--- src/rtl/fb_pkg.sv ---
`default_nettype none
// ============================================================================
//  Module      : fb_pkg
//  Description : Shared frame-buffer constants, writer state encoding and the
//                pixel-to-byte-address helper used by the pixel writer.
//                Frame layout: one 32-bit pixel per 8-byte slot, 640x480.
//  Revision    : 1.0 - initial release
// ============================================================================
package fb_pkg;

  localparam int          H_RES_DEF    = 640;
  localparam int          V_RES_DEF    = 480;
  localparam int          PIXEL_STRIDE = 8;
  localparam logic [25:0] FRAME_BYTES  = 26'h258000;
  localparam logic [25:0] LAST_OFFSET  = FRAME_BYTES - 26'(PIXEL_STRIDE);

  localparam int          ADDR_W = 26;
  localparam int          DATA_W = 32;
  localparam int          FIFO_W = ADDR_W + DATA_W;

  // Writer FSM encoding
  typedef logic [1:0] state_t;
  localparam state_t S_RUN   = 2'd0;
  localparam state_t S_DRAIN = 2'd1;
  localparam state_t S_CLEAR = 2'd2;

  // base + ((y*640 + x) << 3), wrapping modulo 2^26.
  // y*640 is built from two shifts: (y<<9) + (y<<7).
  function automatic logic [25:0] pix_addr(input logic [25:0] base,
                                           input logic [9:0]  x,
                                           input logic [8:0]  y);
    logic [25:0] lin;
    lin = ({17'd0, y} << 9) + ({17'd0, y} << 7) + {16'd0, x};
    return base + (lin << 3);
  endfunction

endpackage
`default_nettype wire

--- src/rtl/fb_wr_fifo.sv ---
`default_nettype none
// ============================================================================
//  Module      : fb_wr_fifo
//  Description : Synchronous FIFO holding {address, colour} pixel writes.
//                Simultaneous push and pop are allowed; a push while full
//                and a pop while empty are ignored.
//  Ports       : clk, reset (sync, active-high), push/din, pop/dout,
//                full, empty
//  Revision    : 1.0 - initial release
// ============================================================================
module fb_wr_fifo #(
  parameter int DEPTH = 16,
  parameter int WIDTH = 58
) (
  input  logic             clk,
  input  logic             reset,
  input  logic             push,
  input  logic [WIDTH-1:0] din,
  input  logic             pop,
  output logic [WIDTH-1:0] dout,
  output logic             full,
  output logic             empty
);

  localparam int AW = $clog2(DEPTH);

  logic [WIDTH-1:0] mem_q [DEPTH];
  logic [AW:0]      wr_ptr_q;
  logic [AW:0]      rd_ptr_q;
  logic             w_do_push;
  logic             w_do_pop;

  // Pointers carry one extra wrap bit to tell full from empty.
  assign empty     = (wr_ptr_q == rd_ptr_q);
  assign full      = (wr_ptr_q[AW] != rd_ptr_q[AW]) &&
                     (wr_ptr_q[AW-1:0] == rd_ptr_q[AW-1:0]);
  assign w_do_push = push && !full;
  assign w_do_pop  = pop && !empty;
  assign dout      = mem_q[rd_ptr_q[AW-1:0]];

  always_ff @(posedge clk) begin
    if (w_do_push) begin
      mem_q[wr_ptr_q[AW-1:0]] <= din;
    end
  end

  always_ff @(posedge clk) begin
    if (reset) begin
      wr_ptr_q <= '0;
      rd_ptr_q <= '0;
    end else begin
      if (w_do_push) wr_ptr_q <= wr_ptr_q + 1'b1;
      if (w_do_pop)  rd_ptr_q <= rd_ptr_q + 1'b1;
    end
  end

endmodule
`default_nettype wire

--- src/rtl/fb_pixel_writer.sv ---
`default_nettype none
// ============================================================================
//  Module      : fb_pixel_writer
//  Description : Accepts (x, y, colour) pixel writes, converts them to SDRAM
//                frame-buffer byte addresses and issues Avalon-MM writes.
//                Also performs a hardware full-frame clear fill.
//  Ports       : clk, reset (sync, active-high), base
//                pix_valid/pix_ready/pix_x/pix_y/pix_color  - pixel input
//                clear_req/clear_color/clear_done            - clear fill
//                busy                                        - work pending
//                master_address/write/writedata/waitrequest  - Avalon master
//  Options     : FB_WRITER_STATS_EN adds wr_count (completed writes) and
//                drop_count (out-of-range pixels, saturating).
//  Revision    : 1.0 - initial release
// ============================================================================
module fb_pixel_writer
  import fb_pkg::*;
#(
  parameter int DEPTH = 16,
  parameter int H_RES = H_RES_DEF,
  parameter int V_RES = V_RES_DEF
) (
  input  logic        clk,
  input  logic        reset,
  input  logic [25:0] base,
  input  logic        pix_valid,
  output logic        pix_ready,
  input  logic [9:0]  pix_x,
  input  logic [8:0]  pix_y,
  input  logic [31:0] pix_color,
  input  logic        clear_req,
  input  logic [31:0] clear_color,
  output logic        clear_done,
  output logic        busy,
  output logic [25:0] master_address,
  output logic        master_write,
  output logic [31:0] master_writedata,
  input  logic        master_waitrequest
`ifdef FB_WRITER_STATS_EN
  ,
  output logic [31:0] wr_count,
  output logic [15:0] drop_count
`endif
);

  // The fill covers H_RES*V_RES slots; at the default geometry this is
  // exactly the standard frame ending at LAST_OFFSET.
  localparam logic [25:0] FILL_LAST =
    (H_RES == H_RES_DEF && V_RES == V_RES_DEF) ? LAST_OFFSET
                                               : 26'((H_RES * V_RES - 1) * PIXEL_STRIDE);
  localparam logic [10:0] H_LIM = 11'(H_RES);
  localparam logic [9:0]  V_LIM = 10'(V_RES);

  // Registers
  state_t      state_q,      state_d;
  logic        rdy_en_q;
  logic        mw_q,         mw_d;
  logic [25:0] addr_q,       addr_d;
  logic [31:0] data_q,       data_d;
  logic        done_q,       done_d;
  logic [31:0] clr_color_q,  clr_color_d;
  logic [25:0] clr_base_q,   clr_base_d;
  logic [25:0] offset_q,     offset_d;
  logic        fill_last_q,  fill_last_d;

  // FIFO interface
  logic              w_push;
  logic              w_pop;
  logic              w_full;
  logic              w_empty;
  logic [FIFO_W-1:0] w_din;
  logic [FIFO_W-1:0] w_dout;

  logic w_accept;
  logic w_in_range;
  logic w_fire;
  logic w_slot_free;

  // rdy_en_q keeps pix_ready low during reset and for the first cycle out.
  assign pix_ready   = rdy_en_q && !w_full && (state_q == S_RUN);
  assign w_accept    = pix_valid && pix_ready;
  assign w_in_range  = ({1'b0, pix_x} < H_LIM) && ({1'b0, pix_y} < V_LIM);
  assign w_push      = w_accept && w_in_range;
  assign w_din       = {pix_addr(base, pix_x, pix_y), pix_color};

  assign w_fire      = mw_q && !master_waitrequest;
  assign w_slot_free = !mw_q || w_fire;

  assign master_write     = mw_q;
  assign master_address   = addr_q;
  assign master_writedata = data_q;
  assign clear_done       = done_q;
  assign busy             = (state_q != S_RUN) || !w_empty || mw_q;

  fb_wr_fifo #(
    .DEPTH (DEPTH),
    .WIDTH (FIFO_W)
  ) u_fifo (
    .clk   (clk),
    .reset (reset),
    .push  (w_push),
    .din   (w_din),
    .pop   (w_pop),
    .dout  (w_dout),
    .full  (w_full),
    .empty (w_empty)
  );

  always_comb begin
    state_d     = state_q;
    mw_d        = mw_q;
    addr_d      = addr_q;
    data_d      = data_q;
    done_d      = 1'b0;
    clr_color_d = clr_color_q;
    clr_base_d  = clr_base_q;
    offset_d    = offset_q;
    fill_last_d = fill_last_q;
    w_pop       = 1'b0;

    // Pixel streaming: output stage refills from the FIFO head whenever it
    // is empty or its current write completes this edge.
    if (state_q != S_CLEAR && w_slot_free) begin
      if (!w_empty) begin
        w_pop  = 1'b1;
        mw_d   = 1'b1;
        addr_d = w_dout[FIFO_W-1:DATA_W];
        data_d = w_dout[DATA_W-1:0];
      end else begin
        mw_d   = 1'b0;
      end
    end

    case (state_q)
      S_RUN: begin
        if (clear_req) begin
          state_d     = S_DRAIN;
          clr_color_d = clear_color;
          clr_base_d  = base;
          offset_d    = '0;
          fill_last_d = 1'b0;
        end
      end
      S_DRAIN: begin
        if (w_empty && !mw_q) state_d = S_CLEAR;
      end
      S_CLEAR: begin
        if (w_slot_free) begin
          if (!fill_last_q) begin
            mw_d   = 1'b1;
            addr_d = clr_base_q + offset_q;
            data_d = clr_color_q;
            if (offset_q == FILL_LAST) fill_last_d = 1'b1;
            else                       offset_d    = offset_q + 26'(PIXEL_STRIDE);
          end else begin
            // Final fill write has just completed (or was never stalled).
            mw_d        = 1'b0;
            fill_last_d = 1'b0;
            done_d      = 1'b1;
            state_d     = S_RUN;
          end
        end
      end
      default: state_d = S_RUN;
    endcase
  end

  always_ff @(posedge clk) begin
    if (reset) begin
      state_q     <= S_RUN;
      rdy_en_q    <= 1'b0;
      mw_q        <= 1'b0;
      addr_q      <= '0;
      data_q      <= '0;
      done_q      <= 1'b0;
      clr_color_q <= '0;
      clr_base_q  <= '0;
      offset_q    <= '0;
      fill_last_q <= 1'b0;
    end else begin
      state_q     <= state_d;
      rdy_en_q    <= 1'b1;
      mw_q        <= mw_d;
      addr_q      <= addr_d;
      data_q      <= data_d;
      done_q      <= done_d;
      clr_color_q <= clr_color_d;
      clr_base_q  <= clr_base_d;
      offset_q    <= offset_d;
      fill_last_q <= fill_last_d;
    end
  end

`ifdef FB_WRITER_STATS_EN
  logic [31:0] wr_count_q;
  logic [15:0] drop_count_q;

  always_ff @(posedge clk) begin
    if (reset) begin
      wr_count_q   <= '0;
      drop_count_q <= '0;
    end else begin
      if (w_fire) wr_count_q <= wr_count_q + 32'd1;
      if (w_accept && !w_in_range && drop_count_q != 16'hFFFF)
        drop_count_q <= drop_count_q + 16'd1;
    end
  end

  assign wr_count   = wr_count_q;
  assign drop_count = drop_count_q;
`endif

endmodule
`default_nettype wire

--- config.mk ---
export PLATFORM = sky130hd
export DESIGN_NAME = fb_pixel_writer
export DESIGN_NICKNAME = d
export VERILOG_FILES = /design/src/rtl/fb_pkg.sv /design/src/rtl/fb_wr_fifo.sv /design/src/rtl/fb_pixel_writer.sv
export SDC_FILE = /design/constraint.sdc
export NUM_CORES = 1
export LEC_CHECK = 0
export CORE_MARGIN = 10
export CORE_UTILIZATION = 40
export CTS_CLUSTER_DIAMETER = 200
export DETAILED_ROUTE_END_ITERATION = 6
export DONT_BUFFER_PORTS = 1
export GPL_TIMING_DRIVEN = 1
export PLACE_DENSITY = 0.54
export SETUP_SLACK_MARGIN = 0.15
export SLEW_MARGIN = 20
export SYNTH_ARGS = -nofsm -noshare
export SYNTH_HDL_FRONTEND = slang
export SYNTH_SLANG_ARGS = --single-unit
--- constraint.sdc ---
create_clock -name clk -period 8.1 [get_ports clk]
set_input_delay 1.215 -clock clk [delete_from_list [all_inputs] [get_ports clk]]
set_output_delay 1.215 -clock clk [all_outputs]
set_load 0.01 [all_outputs]
==> flow_summary.yaml, run 1 <==
status:
  outcome: "finished clean"
critical_path:
  worstPathArrival_ns: 5.54
  critPathCaptureType: "register"
  r2r_slack_ns: 4.05
  worst_r2r_path_depth: 8
  destination_of_the_worst_register_to_register_timing_path: "u_fifo.mem_q[12][41]"
  worstPathMaxFanout: 16
  setup.worst_path.start_class: "primary input"
  cp.required_ns: 8.43
  timing.setup.critical_path_class: "in2reg"
  rr_startpoint: "u_fifo.wr_ptr_q[2]"
grt:
  grt-ovfl-total: 0
  grt_pass1_wl_um: 167000
  largest_net_degree_at_the_start_of_global_routing: 138
  grt_pass1_vias: 23400
  grt_use_total: 0.185
  antenna_found_initial: 1
synthesis:
  ys.warnings.count: 0
  syn_avg_cell_area_um2: 18.3
  syn-cell-area_um2: 43800
  synth_enable_flop_cells: 928
  synthFlopType: "edfxtp_1"
  synthDistinctLibCells: 67
  synth-seq-area-share: 0.709
  post-synth-top-area-cell: "edfxtp_1"
  synth-seq-cells: 1087
  area_share_of_the_largest_cell_type_after_synthesis: 0.636
  syn-num-nets: 2571
  post_synth_main_area_contributors: "edfxtp_1 (64%), mux4_2 (15%), dfxtp_1 (7.3%)"
  post_synth_inst_count: 2389
  async_flop_share: 0
pwr:
  p_leak_nw: 15.6
  p_per_area_nw_per_um2: 300
  peakVddDrop_mv: 0.246
floorplan:
  design.die.area_um2: 123000
  design.core.area_um2: 109000
  number_of_i_o_pins: 176
  fp.dieH_um: 351
  die_w_um: 351
  row_count: 121
  initial_core_util: 0.402
placement:
  dp_hpwl_um: 65700
  placed_cells_incl_taps: 3730
  globalplace.congestion: 0.841
  place.port_buffers: 0
clocking:
  insertion_delay_ns: 0.71
  post_cts.repair.setup_buffers: 0
  cts_sinks: 1087
  clock_tree_from_tritoncts: "built"
  h_tree_levels: 3
  root_buffer: "clkbuf_16"
  cts-hold-fix-buffers: 0
  ctsLongestPathBuffers: 3
  cts_buffers: 111
  cts_resized: 0
  cts.clk_slew.worst_paths_ns: 0.06
finish:
  num_antenna_cells: 0
  regArea_um2: 31100
  layout-area-overhead-vs-synth_pct: 12.8
  multi_input_combinational_cell_area_um2: 12200
  final_layout_size_suffix_gt1_frac: 0.219
  n_fill_cell: 9191
  finalNetCount: 2611
  stdcell_count: 3938
  final_util: 0.454
detailed_routing:
  route.detailed.drc: 0
  detail_route.first_pass.iterations: 5
  postRouteAntennaNets: 0
  route.final.wire_length_um: 115000
  routed_wire_length_per_instance_um: 29.1
  drt_iter0_markers: 2052
  routed-via-count: 22700
  avgViaCountPerCell: 5.77
worst_hold_path:
  hold_path_class: "reg2reg"
  holdCritStartpoint: "clr_color_q[0]"
  timing.hold.worst_path_depth: 2
  hold_end: "clr_color_q[0]"
sta:
  finalSetupTns_ns: 0
  worst_clock_skew_ns: 0.0389
  worst_pin_slew_ns: 1.11
  setup_viol_count_final: 0
  period_needed_ns: 5.21
  report.final.hold_viol_count: 0
  max_clk_rate_mhz: 192
  layout_worst_path_cycle_share: 0.643
  rsz0062_at_grt: "false"
  finalMaxSlewViolations: 0
  slew_headroom: 0.261
flow_run:
  drv_cap: 0
registers in the layout, indices dropped and copies added (netlist names), 2 cells and up, named ones only:
register	flops
master_writedata	32
clr_base_q	26
clr_color_q	32
master_address	26
offset_q	23
state_q	2
u_fifo.mem_q	928
u_fifo.rd_ptr_q	5
u_fifo.wr_ptr_q	5
layout make-up:
type / count / area share
inverter: 17 / 0.00129
clock inverter: 69 / 0.0191
clock buffer: 139 / 0.0598
multi-input combinational: 1159 / 0.247
timing repair buffer: 53 / 0.00856
sequential: 1087 / 0.629
tap: 1414 / 0.0358
metrics by stage:
step	instance area (um^2)	hold slack, ns	worst slack (ns)	power (mW)
final	49400	0.450	2.89	14.8
after global routing	49400	0.473	2.56	15.4
after CTS	49400	0.452	2.99	15.0
after detailed placement	45500	0.443	2.28	9.56
after global placement	45400	0.437	2.43	9.51
after floorplan	43800	0.437	1.80	8.79
metal layers:
layer / global-route usage / vias to the layer above / wire, um
li1: - / 9720 / -
met1: 0.254 / 12100 / 49200
met2: 0.297 / 776 / 54500
met3: 0.0428 / 155 / 8400
met4: 0.0482 / 0 / 2660
met5: 0 / - / 0
Yosys cell counts (all sizes together), types with 16 or more instances:
| cell | number |
|---|---|
| ha | 65 |
| mux2i | 44 |
| mux4 | 288 |
| edfxtp | 928 |
| clkbuf | 57 |
| nand2 | 184 |
| nand3 | 20 |
| a211oi | 54 |
| nor2 | 124 |
| dfxtp | 159 |
| nand4 | 18 |
| inv | 16 |
| a21oi | 110 |
| buf | 69 |
| xnor2 | 30 |
| o21ai | 24 |
| xor2 | 46 |
logic make-up (layout without fill, tap and decap cells):
family / after synthesis / count (layout) / share of synthesized area
AND/OR/NAND/NOR: 413 / 413 / 0.0415
XOR/XNOR: 76 / 76 / 0.0152
AO/OA/AOI/OAI: 270 / 270 / 0.0396
buffers and inverters: 143 / 278 / 0.0165
adder cells (fa/ha/maj): 68 / 68 / 0.0199
multiplexers: 332 / 332 / 0.158
flip-flops: 1087 / 1087 / 0.709
layout by cell type (no fill, tap or decap), types with 6 or more instances in the layout:
master,netlist,layout
and3_1,12,12
a21oi_1,110,110
mux2i_1,44,44
clkbuf_16,0,111
nand3_1,20,20
clkbuf_8,0,7
o21ai_0,24,24
inv_1,16,16
clkinv_2,0,23
and4_1,8,7
nor2_4,0,11
edfxtp_1,928,928
xnor2_2,0,6
xor2_1,46,44
bufinv_16,0,21
clkbuf_1,57,21
mux4_2,288,288
buf_4,1,51
a211oi_1,53,53
nor2_1,124,112
o21a_1,10,10
o211ai_1,6,6
ha_1,65,65
xnor2_1,30,24
a21o_1,10,10
dfxtp_1,159,155
nor2b_1,6,6
nand2_1,184,183
clkinv_1,1,14
nand4_1,18,18
nor3_1,10,6
a31oi_1,12,12
worst max path at each step:
stage | from | end | cells past startpoint
2_1_floorplan | pix_x[8] | u_fifo.mem_q[3][0] | 5
3_3_place_gp | pix_x[9] | u_fifo.mem_q[12][53] | 16
3_5_place_dp | pix_x[9] | u_fifo.mem_q[11][54] | 17
4_1_cts | pix_x[9] | u_fifo.mem_q[6][54] | 17
5_1_grt | pix_x[9] | u_fifo.mem_q[4][57] | 16
6_report | pix_x[9] | u_fifo.mem_q[4][57] | 16
where the power goes:
group          leakage, nW  internal [mW]  switching [mW]
registers             9.65           6.50           0.330
clock network         1.91           3.26            2.17
logic                 4.06           1.16            1.43
worst max-delay path, stage by stage:
cell	delay, ns
inv_1	0.04
fa_1	0.53
inv_1	0.06
ha_1	0.27
a21o_1	0.16
a21oi_1	0.22
nor2b_1	0.07
o21a_1	0.19
o41ai_1	0.52
xnor2_1	0.17
ha_1	0.43
a21oi_1	0.10
nor2b_1	0.17
o21ai_0	0.15
a31oi_1	0.36
xor2_1	0.88
No activity file was read; power rests on OpenSTA's default activity.
==> inputs of run 2 (changes only) <==
--- a/config.mk
+++ b/config.mk
@@ -11,7 +11,7 @@
 export DETAILED_ROUTE_END_ITERATION = 6
 export DONT_BUFFER_PORTS = 1
 export GPL_TIMING_DRIVEN = 1
-export PLACE_DENSITY = 0.54
+export PLACE_DENSITY = 0.56
 export SETUP_SLACK_MARGIN = 0.15
 export SLEW_MARGIN = 20
 export SYNTH_ARGS = -nofsm -noshare
==> constraint.sdc (replaced) <==
create_clock -name clk -period 4.3 [get_ports clk]
set_input_delay 0.645 -clock clk [delete_from_list [all_inputs] [get_ports clk]]
set_output_delay 0.645 -clock clk [all_outputs]
set_load 0.01 [all_outputs]
==> run 2 against run 1 <==
Effect of this change: first-iteration DRC count down 3.7%; sequential share of layout area shrank 1.1 points; clock skew hardly changed; via count is 1.6% higher; hold slack got worse by 0.41 ns; non-clock buffer count increased by 78; clock power increased by 77%; clock-buffer cell count did not move; critical path depth up 1; critical path type unchanged.
==> flow_summary.yaml, run 2 (synthesis results as in run 1) <==
sta:
  worst_clock_skew_ns: 0.0390
  layout_worst_path_cycle_share: 0.924
  slew_headroom: 0.406
  setup_viol_count_final: 0
  worst_pin_slew_ns: 0.891
  finalMaxSlewViolations: 0
  period_needed_ns: 3.97
  report.final.hold_viol_count: 0
  final_critical_path_setup_slack_ns: 0.328
  rsz0062_at_grt: "false"
  max_clk_rate_mhz: 252
critical_path:
  worst_r2r_path_depth: 7
  worstPathArrival_ns: 4.36
  setup.worst_path.start_class: "primary input"
  rr_startpoint: "u_fifo.wr_ptr_q[2]"
  r2r_slack_ns: 0.62
  destination_of_the_worst_register_to_register_timing_path: "u_fifo.mem_q[2][20]"
  critPathCaptureType: "register"
  cp.required_ns: 4.69
  timing.setup.critical_path_class: "in2reg"
  worstPathMaxFanout: 16
pwr:
  peakVddDrop_mv: 0.326
  p_per_area_nw_per_um2: 549
  p_leak_nw: 15.9
  power_mw: 27.6
floorplan:
  design.core.area_um2: 109000
  row_count: 121
  design.die.area_um2: 123000
  fp.dieH_um: 351
  die_w_um: 351
  initial_core_util: 0.402
  number_of_i_o_pins: 176
clocking:
  cts_sinks: 1087
  cts.clk_slew.worst_paths_ns: 0.06
  h_tree_levels: 3
  root_buffer: "clkbuf_16"
  cts_buffers: 110
  ctsLongestPathBuffers: 3
  insertion_delay_ns: 0.71
  clock_tree_from_tritoncts: "built"
placement:
  globalplace.congestion: 0.829
  dp_slack_ns: -0.391
  place.port_buffers: 0
  dp_hpwl_um: 64800
  detailed_place.area_um2: 46100
finish:
  most_common_library_cell_in_the_layout_ignoring_fill_and_taps: "edfxtp_1"
  layout-area-overhead-vs-synth_pct: 14.8
  n_fill_cell: 9151
  layout.cells.most_common_list: "edfxtp_1 (928), mux4_2 (288), nand2_1 (183)"
  final_design_area_excluding_fillers_um2: 50300
  largest_reg_flops: 928
  finalNetCount: 2688
  final_layout_size_suffix_gt1_frac: 0.222
grt:
  largest_net_degree_at_the_start_of_global_routing: 79
  antenna_found_initial: 5
  grt_pass1_wl_um: 164000
  grt_use_total: 0.180
  grt_pass1_vias: 23700
  grt-ovfl-total: 0
detailed_routing:
  drt_iter0_markers: 1977
  routed-via-count: 23100
  route.final.wire_length_um: 112000
  detail_route.first_pass.iterations: 5
  postRouteAntennaNets: 0
  avgViaCountPerCell: 5.75
  route.detailed.drc: 0
  routed_wire_length_per_instance_um: 27.9
worst_hold_path:
  hold_end: "u_fifo.mem_q[11][24]"
  holdCritStartpoint: "pix_color[24]"
  timing.hold.worst_path_depth: 0
  hold_path_class: "in2reg"
flow_run:
  drv_cap: 0
status:
  outcome: "finished clean"
-- run 2: changes by cell type in the layout (fill, tap and decap cells not counted), sizes merged --
cell	before	now
dlygate4sd3	0	39
inv	21	19
diode	0	1
bufinv	21	13
clkinv	42	50
buf	53	92
-- run 2: worst max path at each step --
stage | from | end | slack (ns) | cells after the start
3_3_place_gp | pix_x[9] | u_fifo.mem_q[3][56] | -0.26 | 17
4_1_cts | pix_x[9] | u_fifo.mem_q[1][52] | 0.29 | 16
6_report | pix_x[9] | u_fifo.mem_q[11][56] | 0.33 | 17
5_1_grt | pix_x[9] | u_fifo.mem_q[11][56] | 0.18 | 17
3_5_place_dp | pix_x[9] | u_fifo.mem_q[1][52] | -0.39 | 16
2_1_floorplan | u_fifo.wr_ptr_q[3] | u_fifo.mem_q[4][0] | -0.11 | 8
-- run 2: through the flow --
| step | std cells | util | hold WS (ns) | TNS [ns] |
|---|---|---|---|---|
| after global routing | 4015 | 0.462 | 0.000557 | 0 |
| final | 4015 | 0.462 | 0.0424 | 0 |
| after CTS | 4014 | 0.461 | 0.000112 | 0 |
| after detailed placement | 3768 | 0.424 | 0.441 | -34.69 |
| after floorplan | 2389 | - | 0.437 | -45.48 |
| after global placement | 3768 | 0.424 | 0.437 | -20.47 |
-- run 2: area by class of cell --
| class | instances | area (um^2) | area share |
|---|---|---|---|
| flip-flops and latches | 1087 | 31100 | 0.618 |
| well taps | 1414 | 1770 | 0.0352 |
| clock buffers | 139 | 2920 | 0.0581 |
| inverters | 17 | 63.8 | 0.00127 |
| diodes | 1 | 2.50 | 0.0000498 |
| multi-input cells | 1159 | 12300 | 0.244 |
| repair buffers | 131 | 1460 | 0.0290 |
| clock inverters | 67 | 743 | 0.0148 |
-- run 2: layer usage --
| metal | vias to the layer above | GRT usage | share of wire |
|---|---|---|---|
| li1 | 9872 | - | - |
| met1 | 12300 | 0.246 | 0.43 |
| met2 | 783 | 0.294 | 0.48 |
| met3 | 164 | 0.0403 | 0.070 |
| met4 | 4 | 0.0433 | 0.022 |
| met5 | - | 0 | 0.00030 |
-- run 2: report_power, final --
| part | internal, mW | switching (mW) | total, mW | leakage, nW |
|---|---|---|---|---|
| combinational | 2.35 | 2.86 | 5.21 | 4.47 |
| sequential | 12.2 | 0.542 | 12.8 | 9.65 |
| clock | 5.60 | 4.01 | 9.61 | 1.78 |
-- run 2: timing repair --
action	4_1_cts	5_1_grt
gates resized for setup	0	4
endpoints found under the hold margin	417	0
hold buffers	40	0
setup endpoints to repair	0	48
buffers inserted	0	0
-- run 2: critical path: stages --
cell and delay, ns:
inv_1 0.03, fa_1 0.54, inv_1 0.07, ha_1 0.26
a21o_1 0.15, a21oi_1 0.21, nor2b_1 0.08, o21a_1 0.20
o41ai_2 0.40, buf_4 0.20, nand4b_1 0.09, o311ai_0 0.18
ha_1 0.36, buf_4 0.16, and4_1 0.19, a21oi_1 0.29
xnor2_2 0.30
